--- src/rtl/sdc_pkg.sv ---
// Shared definitions for the multi-block SD data receiver: FSM states, bus modes,
// CRC16 polynomial and errSticky bit positions.
package sdc_pkg;

   typedef enum logic [2:0] {
      StIdle,
      StWaitStart,
      StRxData,
      StRxCrc,
      StRxStop
   } sdc_state_e;

   localparam logic [1:0] BusMode1 = 2'd0;
   localparam logic [1:0] BusMode4 = 2'd1;
   localparam logic [1:0] BusMode8 = 2'd2;

   localparam logic [15:0] Crc16Poly = 16'h1021;

   localparam int unsigned ErrCrc     = 0;
   localparam int unsigned ErrFrame   = 1;
   localparam int unsigned ErrTimeout = 2;

   function automatic logic [7:0] lane_mask(input logic [1:0] mode);
      case (mode)
         BusMode4: return 8'h0F;
         BusMode8: return 8'hFF;
         default:  return 8'h01;
      endcase
   endfunction

   // Index of the final sample of a byte: 8, 2 or 1 samples per byte.
   function automatic logic [2:0] last_bit_idx(input logic [1:0] mode);
      case (mode)
         BusMode4: return 3'd1;
         BusMode8: return 3'd0;
         default:  return 3'd7;
      endcase
   endfunction

endpackage

--- src/rtl/sdc_crc16_lane.sv ---
// Single-lane serial CRC16 (x^16+x^12+x^5+1) with clock enable and synchronous clear.
// Only present when SDC_RX_CRC_EN is defined.
`ifdef SDC_RX_CRC_EN
module sdc_crc16_lane
   import sdc_pkg::*;
(
   input  logic        clk_i,
   input  logic        rst_ni,
   input  logic        ce_i,
   input  logic        clr_i,
   input  logic        bit_i,
   output logic [15:0] crc_o
);

   logic [15:0] crc_q, crc_d;
   logic        fb;

   always_comb begin
      fb    = bit_i ^ crc_q[15];
      crc_d = crc_q;
      if (clr_i) begin
         crc_d = '0;
      end else if (ce_i) begin
         crc_d = {crc_q[14:0], 1'b0} ^ (fb ? Crc16Poly : 16'h0000);
      end
   end

   always_ff @(posedge clk_i or negedge rst_ni) begin
      if (!rst_ni) crc_q <= '0;
      else         crc_q <= crc_d;
   end

   assign crc_o = crc_q;

endmodule
`endif

--- src/rtl/sdc_data_receiver_mb.sv ---
// Multi-block 1/4/8-bit SD data receiver packing payload into OUT_W-bit words.
// Per-lane CRC16 checking is built only when SDC_RX_CRC_EN is defined.
module sdc_data_receiver_mb
   import sdc_pkg::*;
#(
   parameter int unsigned BLKSIZE_W = 12,
   parameter int unsigned BLKCNT_W  = 16,
   parameter int unsigned OUT_W     = 32,
   parameter int unsigned TIMEOUT_W = 24
) (
   input  logic                 clk,
   input  logic                 rst_n,
   input  logic                 ce,
   input  logic                 start,
   input  logic                 abort,
   input  logic [1:0]           busMode,
   input  logic [BLKSIZE_W-1:0] blkSize,
   input  logic [BLKCNT_W-1:0]  blkCnt,
   input  logic [TIMEOUT_W-1:0] timeoutVal,
   input  logic [7:0]           sdDat,
   output logic [OUT_W-1:0]     out_data,
   output logic [OUT_W/8-1:0]   out_keep,
   output logic                 out_valid,
   output logic                 out_last,
   output logic                 blkDone,
   output logic                 crcError,
   output logic [2:0]           errSticky,
   output logic                 busy,
   output logic                 done,
   output logic                 sdBusy
);

   localparam int unsigned NumLanes = OUT_W / 8;
   localparam logic [1:0]  LaneMax  = 2'(NumLanes - 1);

   sdc_state_e           state_q, state_d;
   logic [7:0]           dat_q, dat_d;
   logic [1:0]           mode_q, mode_d;
   logic [BLKSIZE_W-1:0] bsize_q, bsize_d, byte_cnt_q, byte_cnt_d;
   logic [BLKCNT_W-1:0]  bcnt_q, bcnt_d, blk_q, blk_d, blk_inc;
   logic [TIMEOUT_W-1:0] tval_q, tval_d, tmo_q, tmo_d, tmo_inc;
   logic [2:0]           bit_q, bit_d;
   logic [1:0]           lane_q, lane_d;
   logic [7:0]           shreg_q, shreg_d, byte_n;
   logic [OUT_W-1:0]     word_q, word_d, word_n;
   logic [3:0]           crc_cnt_q, crc_cnt_d;
   logic [OUT_W-1:0]     out_data_q, out_data_d;
   logic [OUT_W/8-1:0]   out_keep_q, out_keep_d;
   logic                 out_valid_q, out_valid_d, out_last_q, out_last_d;
   logic                 blk_done_q, blk_done_d, crc_error_q, crc_error_d;
   logic                 done_q, done_d;
   logic [2:0]           err_q, err_d;
   logic                 byte_last, crc_bad;

   assign byte_last = (byte_cnt_q == bsize_q);
   assign blk_inc   = blk_q + 1'b1;
   assign tmo_inc   = tmo_q + 1'b1;

`ifdef SDC_RX_CRC_EN
   logic        crc_en, crc_clr;
   logic [15:0] crc_lane [8];
   logic [7:0]  lane_bad;

   assign crc_en  = ce && (state_q == StRxData || state_q == StRxCrc);
   assign crc_clr = ce && (state_q == StWaitStart);

   for (genvar g = 0; g < 8; g++) begin : g_crc
      sdc_crc16_lane u_crc (
         .clk_i  (clk),
         .rst_ni (rst_n),
         .ce_i   (crc_en),
         .clr_i  (crc_clr),
         .bit_i  (dat_q[g]),
         .crc_o  (crc_lane[g])
      );
      // Running the received CRC through the same register leaves zero on a match.
      assign lane_bad[g] = (crc_lane[g] != 16'h0000);
   end

   assign crc_bad = |(lane_bad & lane_mask(mode_q));
`else
   assign crc_bad = 1'b0;
`endif

   always_comb begin
      state_d     = state_q;
      dat_d       = ce ? sdDat : dat_q;
      mode_d      = mode_q;
      bsize_d     = bsize_q;
      bcnt_d      = bcnt_q;
      tval_d      = tval_q;
      tmo_d       = tmo_q;
      blk_d       = blk_q;
      byte_cnt_d  = byte_cnt_q;
      bit_d       = bit_q;
      lane_d      = lane_q;
      shreg_d     = shreg_q;
      word_d      = word_q;
      crc_cnt_d   = crc_cnt_q;
      out_data_d  = out_data_q;
      out_keep_d  = out_keep_q;
      out_valid_d = 1'b0;
      out_last_d  = 1'b0;
      blk_done_d  = 1'b0;
      crc_error_d = 1'b0;
      done_d      = 1'b0;
      err_d       = err_q;
      byte_n      = shreg_q;
      word_n      = word_q;

      if (abort) begin
         if (state_q != StIdle) begin
            state_d = StIdle;
            done_d  = 1'b1;
         end
      end else if (start && state_q == StIdle) begin
         mode_d  = busMode;
         bsize_d = blkSize;
         bcnt_d  = blkCnt;
         tval_d  = timeoutVal;
         err_d   = '0;
         tmo_d   = '0;
         blk_d   = '0;
         state_d = StWaitStart;
      end else if (ce) begin
         unique case (state_q)
            StWaitStart: begin
               byte_cnt_d = '0;
               bit_d      = '0;
               lane_d     = '0;
               word_d     = '0;
               crc_cnt_d  = '0;
               if (!dat_q[0]) begin
                  state_d = StRxData;
               end else if (tmo_inc >= tval_q) begin
                  err_d[ErrTimeout] = 1'b1;
                  state_d           = StIdle;
                  done_d            = 1'b1;
               end else begin
                  tmo_d = tmo_inc;
               end
            end
            StRxData: begin
               case (mode_q)
                  BusMode8: byte_n = dat_q;
                  BusMode4: byte_n = {shreg_q[3:0], dat_q[3:0]};
                  default:  byte_n = {shreg_q[6:0], dat_q[0]};
               endcase
               shreg_d = byte_n;
               if (bit_q == last_bit_idx(mode_q)) begin
                  bit_d                        = '0;
                  word_n[int'(lane_q)*8 +: 8]  = byte_n;
                  byte_cnt_d                   = byte_cnt_q + 1'b1;
                  if (byte_last || lane_q == LaneMax) begin
                     out_data_d  = word_n;
                     out_valid_d = 1'b1;
                     out_last_d  = byte_last;
                     for (int k = 0; k < NumLanes; k++) out_keep_d[k] = (k <= int'(lane_q));
                     word_d = '0;
                     lane_d = '0;
                  end else begin
                     word_d = word_n;
                     lane_d = lane_q + 1'b1;
                  end
                  if (byte_last) state_d = StRxCrc;
               end else begin
                  bit_d = bit_q + 3'd1;
               end
            end
            StRxCrc: begin
               crc_cnt_d = crc_cnt_q + 4'd1;
               if (crc_cnt_q == 4'd15) state_d = StRxStop;
            end
            StRxStop: begin
               blk_done_d  = 1'b1;
               crc_error_d = crc_bad;
               if (crc_bad) err_d[ErrCrc] = 1'b1;
               if ((dat_q & lane_mask(mode_q)) != lane_mask(mode_q)) begin
                  err_d[ErrFrame] = 1'b1;
                  state_d         = StIdle;
                  done_d          = 1'b1;
               end else if (bcnt_q == '0 || blk_inc != bcnt_q) begin
                  blk_d   = blk_inc;
                  tmo_d   = '0;
                  state_d = StWaitStart;
               end else begin
                  state_d = StIdle;
                  done_d  = 1'b1;
               end
            end
            default: ;
         endcase
      end
   end

   always_ff @(posedge clk or negedge rst_n) begin
      if (!rst_n) begin
         state_q     <= StIdle;
         dat_q       <= 8'hFF;
         mode_q      <= '0;
         bsize_q     <= '0;
         bcnt_q      <= '0;
         tval_q      <= '0;
         tmo_q       <= '0;
         blk_q       <= '0;
         byte_cnt_q  <= '0;
         bit_q       <= '0;
         lane_q      <= '0;
         shreg_q     <= '0;
         word_q      <= '0;
         crc_cnt_q   <= '0;
         out_data_q  <= '0;
         out_keep_q  <= '0;
         out_valid_q <= 1'b0;
         out_last_q  <= 1'b0;
         blk_done_q  <= 1'b0;
         crc_error_q <= 1'b0;
         done_q      <= 1'b0;
         err_q       <= '0;
      end else begin
         state_q     <= state_d;
         dat_q       <= dat_d;
         mode_q      <= mode_d;
         bsize_q     <= bsize_d;
         bcnt_q      <= bcnt_d;
         tval_q      <= tval_d;
         tmo_q       <= tmo_d;
         blk_q       <= blk_d;
         byte_cnt_q  <= byte_cnt_d;
         bit_q       <= bit_d;
         lane_q      <= lane_d;
         shreg_q     <= shreg_d;
         word_q      <= word_d;
         crc_cnt_q   <= crc_cnt_d;
         out_data_q  <= out_data_d;
         out_keep_q  <= out_keep_d;
         out_valid_q <= out_valid_d;
         out_last_q  <= out_last_d;
         blk_done_q  <= blk_done_d;
         crc_error_q <= crc_error_d;
         done_q      <= done_d;
         err_q       <= err_d;
      end
   end

   assign out_data  = out_data_q;
   assign out_keep  = out_keep_q;
   assign out_valid = out_valid_q;
   assign out_last  = out_last_q;
   assign blkDone   = blk_done_q;
   assign crcError  = crc_error_q;
   assign errSticky = err_q;
   assign busy      = (state_q != StIdle);
   assign done      = done_q;
   assign sdBusy    = ~dat_q[0];

endmodule

--- config.mk ---
export PLATFORM = sky130hd
export DESIGN_NAME = sdc_data_receiver_mb
export DESIGN_NICKNAME = d
export VERILOG_FILES = /design/src/rtl/sdc_pkg.sv /design/src/rtl/sdc_crc16_lane.sv /design/src/rtl/sdc_data_receiver_mb.sv
export SDC_FILE = /design/constraint.sdc
export NUM_CORES = 1
export LEC_CHECK = 0
export ABC_CLOCK_PERIOD_IN_PS = 9490
export CAP_MARGIN = 40
export CORE_UTILIZATION = 50
export CTS_CLUSTER_DIAMETER = 120
export CTS_CLUSTER_SIZE = 16
export DETAILED_ROUTE_END_ITERATION = 16
export PLACE_DENSITY = 0.72
export SLEW_MARGIN = 15
export SYNTH_ARGS = -nofsm -noshare
export SYNTH_HDL_FRONTEND = slang
export SYNTH_SLANG_ARGS = --single-unit
export TNS_END_PERCENT = 30
--- constraint.sdc ---
create_clock -name clk -period 9.49 [get_ports clk]
set_input_delay 0.949 -clock clk [delete_from_list [all_inputs] [get_ports clk]]
set_output_delay 0.949 -clock clk [all_outputs]
set_load 0.005 [all_outputs]
==> impl_metrics.ini, run 1 <==
[outcome]
status = finished clean

[power]
powerDensity_nw_per_um2 = 217
power.leakage_uw = 0.00552
peakVddDrop_uv = 114
power_uw = 2750

[timing]
worst_pin_slew_ns = 0.923
fin_crit_ns = 4.99
fin_crit_sh = 0.526
setup_viol = 0
slew_viol_final = 0
fin_worst_skew_ns = 0.0115
relSlewSlack = 0.385
setup-tns-final_ns = 0
rsz0062_at_grt = false
finalHoldViolCount = 0
clock.fmax_ghz = 0.200

[floorplanning]
initial_utilization = 0.514
std_cell_rows = 53
die_h_um = 150
die_x_um = 150
dieArea_um2 = 22400
core_um2 = 21200
pin_count = 113

[detailed_routing]
route.detailed.drc = 0
drtIter0Drc = 513
wl_mm = 25.0
avgRoutedWirePerCell_um = 16.3
ant_nets = 0
via_per_inst = 5.69
dr.pass1.iters = 5
vias = 8706

[cts]
numCtsBuffers = 16
clk_pin_slew_ns = 0.07
root_buffer = clkbuf_16
htree_levels = 1
clkSinkCount = 207
cts_hold_buf = 0
ctsResizeCount = 0
worstSkewPairLatency_ns = 0.48
cts_tree = yes
cts_setup_buffers = 0
ctsLongestPathBuffers = 3

[setup_path]
cp_max_fo = 13
critPathKind = reg2reg
crit_arrival_ns = 5.36
slowest_stage = nor4_1
crit_path_start_kind = flop
critPathCaptureType = flop
cp_slowest_stage_delay_ns = 0.68
critical_path_required_ns = 9.86
crit_top_cell = a21o_1
path_cells = and3_1 > and2_0 > nand3_1 > nor4_1 > nand2_1 > xnor2_1 > ha_1 > a21o_1 > a21o_1 > a2111oi_0 > o31ai_1 > a211oi_2 > o2111ai_1 > or2_2 > a211o_1

[global_route]
grt_pass1_wl_mm = 42.0
grt_max_degree = 79
antenna_found_initial = 0
grt_use_total = 0.233
grt_pass1_vias = 8167
overflow = 0

[logic_synthesis]
ys_ff_latch = 207
post_synth.cell_area_avg_um2 = 9.39
syn_area_um2 = 10900
synthFlopType = dfrtp_1
yosysTopAreaCell = dfrtp_1
postSynthCellCount = 1161
synth_edf_count = 0
synth_cell_types = 72
synthTopCellsByArea = dfrtp_1, nand2_1, ha_1
ys_seq_area_frac = 0.476
yosysTopAreaCellShare = 0.457
yosys_warnings = 0
async_flop_share = 1.00

[placement]
dpl-instance-area_um2 = 12200
numPortBuffers = 110
detailed_place_hpwl_mm = 17.5
place_congestion = 0.902

[finish]
fin_nets = 1351
diodes = 0
final_area_um2 = 12700
post-route-util = 0.599
n_fill_cell = 1824
drive_above_1_share = 0.0614
syn_to_final_growth_pct = 16.5

[job]
maxCapViolCount = 0

[min_path]
min-delay-path-class = reg2reg
cells in the final DEF (no fill, tap or decap), types with 8 or more instances in the layout:
cell / n
nand2_1: 217
dfrtp_1: 199
clkdlybuf4s50_1: 109
o21ai_0: 88
inv_1: 79
xnor2_1: 45
nor2_1: 45
ha_1: 39
o21a_1: 35
o221ai_1: 32
a21oi_1: 29
nand3_1: 24
xor2_1: 17
o31ai_1: 17
clkbuf_16: 17
and3_1: 16
nand4_1: 16
a31oi_1: 16
a22o_1: 15
buf_4: 12
clkbuf_1: 11
nor3_1: 10
nor4_1: 10
mux2_2: 10
or2_2: 8
dfstp_2: 8
report_power, final:
| group | leakage (µW) | switching, µW | internal, µW | total (µW) |
|---|---|---|---|---|
| Clock | 0.000222 | 304 | 335 | 638 |
| Combinational | 0.00255 | 547 | 358 | 905 |
| Sequential | 0.00274 | 149 | 1060 | 1210 |
| Total | 0.00552 | 999 | 1750 | 2750 |
cells in the mapped netlist, drive strengths merged, types with 8 or more instances:
library cell,count
inv,79
xnor2,45
dfrtp,199
nand2,217
clkbuf,41
dfstp,8
nand4,18
a22o,15
o221ai,32
nor3,12
and3,16
xor2,17
o21a,35
a31oi,16
nor2,47
and2,8
or2,8
a21oi,30
o21ai,93
ha,39
mux2,10
nor4,12
o31ai,17
buf,19
nand3,26
final timing paths:
check | depth (start not counted) | slack, ns | from | endpoint
setup / recovery | 15 | 4.50 | tmo_q[2] | tmo_q[21]
hold / removal | 1 | 0.47 | out_keep[0] | out_keep[0]
setup reg to reg | 15 | 4.50 | tmo_q[2] | tmo_q[21]
hold reg to reg | 1 | 0.47 | out_keep[0] | out_keep[0]
max in group asynchronous | 4 | 7.14 | rst_n | byte_cnt_q[9]
min in group asynchronous | 1 | 0.50 | rst_n | blk_q[15]
per-stage QoR:
step	setup WS (ns)	instances	hold WS, ns
CTS	4.51	1528	0.472
floorplan	5.40	1162	0.450
global route	4.15	1530	0.488
detailed placement	4.53	1500	0.455
finish	4.50	1530	0.467
global placement	4.26	1495	0.450
critical path, delay by kind of cell, from the launching register on:
kind / cells / cell delay [ns]
adders and majority gates: 1 / 0.30
and+or+nand+nor: 6 / 2.06
xor gates and xnor gates: 1 / 0.18
AOI/OAI and AO/OA: 7 / 1.90
DFF: 1 / 0.42
registers in the layout, summed over array words and instances, names as in the netlist, 3 cells and up:
name and count:
bcnt_q 16, tmo_q 24, out_keep 4, byte_cnt_q 12, bsize_q 12, bit_q 3, state_q 3, crc_cnt_q 4
shreg_q 7, dat_q 8, out_data 32, blk_q 16, tval_q 24, word_q 32
metal layers:
layer  routed length, µm  up-vias  share of wire  track usage
met5                   0        -              0            0
met1               11800     4245           0.47        0.335
met4                 290        0          0.012       0.0485
li1                    -     4233              -            -
met2               11700      207           0.47        0.377
met3                1170       21          0.047       0.0280
logic make-up after synthesis:
family | after synthesis | share of synthesized area
and+or+nand+nor | 403 | 0.178
AOI/OAI and AO/OA | 293 | 0.184
DFF | 207 | 0.476
buffers and inverters | 141 | 0.0524
xor gates and xnor gates | 62 | 0.0498
adders and majority gates | 39 | 0.0448
muxes | 15 | 0.0149
other | 1 | 0.000344
cell type report:
type / count / area [µm²] / area share
clock buffers: 28 / 467 / 0.0367
repair buffers: 125 / 1240 / 0.0978
well taps: 275 / 344 / 0.0271
multi-input cells: 814 / 5160 / 0.406
inverters: 81 / 304 / 0.0239
flip-flops and latches: 207 / 5190 / 0.409
Power figures use the tool's default switching activity.
==> inputs of run 2 (changes only) <==
ABC_CLOCK_PERIOD_IN_PS = 4700   (was 9490)
clock period = 4.7 ns   (was 9.49 ns; I/O delays follow)
==> run 2 against run 1 <==
  * Clock skew rose by 0.012 ns
  * Global-route usage rose by 0.060 points
  * Fmax rose by 16%
  * Hold slack got worse by 0.054 ns
  * Sequential power rose by 100%
  * Total power rose by 100%
  * Critical path type unchanged
  * Via count fell by 0.31%
  * Non-clock buffer count rose by 6
  * First-iteration DRC count rose by 21%
  * Die area did not move
  * Critical endpoint unchanged
  * Utilization rose by 0.27 points
==> impl_metrics.ini, run 2 (same netlist as run 1, synthesis figures left out) <==
[finish]
syn_to_final_growth_pct = 17.1
post-route-util = 0.601
final_common_cell = nand2_1
fin_nets = 1357
diodes = 0
final_cells = 1532
drive_above_1_share = 0.0660
mostFrequentLayoutCells = nand2_1, dfrtp_1, clkdlybuf4s50_1

[power]
power.leakage_uw = 0.00554
power_uw = 5560
peakVddDrop_uv = 226
clkPwrFrac = 0.229
power.share.switching = 0.364
combPwrFrac = 0.330
seqPwrFrac = 0.441
internal_power_uw = 3530
powerDensity_nw_per_um2 = 435
p_switching_uw = 2020

[cts]
clkSinkCount = 207
ctsLongestPathBuffers = 3
clk_pin_slew_ns = 0.08
root_buffer = clkbuf_16
worstSkewPairLatency_ns = 0.49
cts_tree = yes
htree_levels = 1
cts_setup_buffers = 0
numCtsBuffers = 16

[placement]
placedCellCount = 1507
numPortBuffers = 110
detailed_place_hpwl_mm = 17.5
place_congestion = 0.848

[floorplanning]
die_h_um = 150
core_um2 = 21200
initial_utilization = 0.514
dieArea_um2 = 22400
std_cell_rows = 53
die_x_um = 150
pin_count = 113

[setup_path]
critPathKind = reg2reg
crit_path_start_kind = flop
critical_path_required_ns = 5.07
critPathCaptureType = flop
crit_top_cell = a21o_1
cp_max_fo = 13
cp_slowest_stage_delay_ns = 0.46
crit_family = compound AO/OA/AOI/OAI gates
critPathBufInv = 0
slowest_stage = or2_2
crit_arrival_ns = 4.67
path_cells = and3_1 > and2_0 > nand3_1 > nor4_1 > nand2_1 > xnor2_1 > ha_1 > a21o_1 > a21o_1 > a2111oi_0 > o31ai_1 > a211oi_2 > o2111ai_1 > or2_2 > a211o_1

[detailed_routing]
via_per_inst = 5.67
wl_mm = 25.1
dr.pass1.iters = 5
ant_nets = 0
drtIter0Drc = 621
vias = 8679
route.detailed.drc = 0
avgRoutedWirePerCell_um = 16.4

[timing]
worst_pin_slew_ns = 0.867
holdWs_ns = 0.413
setup_viol = 0
relSlewSlack = 0.422
fin_crit_ns = 4.31
clock.fmax_ghz = 0.232
fin_worst_skew_ns = 0.0232
fin_crit_sh = 0.916
slew_viol_final = 0
finalHoldViolCount = 0
rsz0062_at_grt = false
setup-tns-final_ns = 0

[global_route]
overflow = 0
grt_pass1_wl_mm = 42.4
grt_max_degree = 98
antenna_found_initial = 0
grt_use_total = 0.233
grt_pass1_vias = 8317

[outcome]
status = finished clean

[min_path]
min-delay-path-class = in2async

[job]
maxCapViolCount = 0
-- run 2: changes by cell type in the layout (fill, tap and decap cells not counted) --
cell	before	now
dlygate4sd3_1	0	1
clkbuf_1	11	7
buf_4	12	17
buf_8	1	0
buf_2	1	0
nor3_1	10	9
buf_12	0	2
nor3_2	2	3
-- run 2: per-stage QoR --
| step | area (µm²) | worst slack [ns] |
|---|---|---|
| after floorplan | 10900 | 0.611 |
| after global placement | 12200 | 0.439 |
| after detailed placement | 12300 | 0.329 |
| after CTS | 12800 | 0.270 |
| after global routing | 12800 | 0.0181 |
| final | 12800 | 0.393 |
-- run 2: final timing paths --
kind	startpoint	endpoint	slack, ns	cells after the start
max in group asynchronous	rst_n	bsize_q[2]	3.54	3
min in group clk	word_q[16]	word_q[16]	0.48	2
worst min-delay path	rst_n	blk_q[14]	0.41	2
worst min register to register	word_q[16]	word_q[16]	0.48	2
worst max-delay path	tmo_q[2]	tmo_q[21]	0.39	15
worst max register to register	tmo_q[2]	tmo_q[21]	0.39	15
-- run 2: cell type report --
| cell class | count | area, µm² |
|---|---|---|
| fillers | 1860 | 8460 |
| flip-flops and latches | 207 | 5190 |
| multi-input cells | 814 | 5160 |
| repair buffers | 131 | 1310 |
| clock buffers | 24 | 452 |
| well taps | 275 | 344 |
| inverters | 81 | 304 |
-- run 2: power groups by stage --
stage / Combinational, µW / Clock [µW] / Sequential (µW)
floorplan: 1240 / 0 / 2380
global placement: 1750 / 0 / 2470
detailed placement: 1820 / 0 / 2490
CTS: 1840 / 1310 / 2450
global route: 2070 / 1370 / 2500
finish: 1830 / 1270 / 2450
-- run 2: repair_timing --
action | CTS | global route
endpoints found under the setup margin | 0 | 11
hold buffers | 1 | 0
gates resized for setup | 0 | 1
hold endpoints to repair | 17 | 0
-- run 2: metal layers --
| layer | routed length [µm] | part of all wire | track usage |
|---|---|---|---|
| met5 | 0 | 0 | 0 |
| met3 | 1120 | 0.045 | 0.0305 |
| met2 | 11600 | 0.46 | 0.366 |
| met4 | 543 | 0.022 | 0.0636 |
| met1 | 11900 | 0.47 | 0.338 |
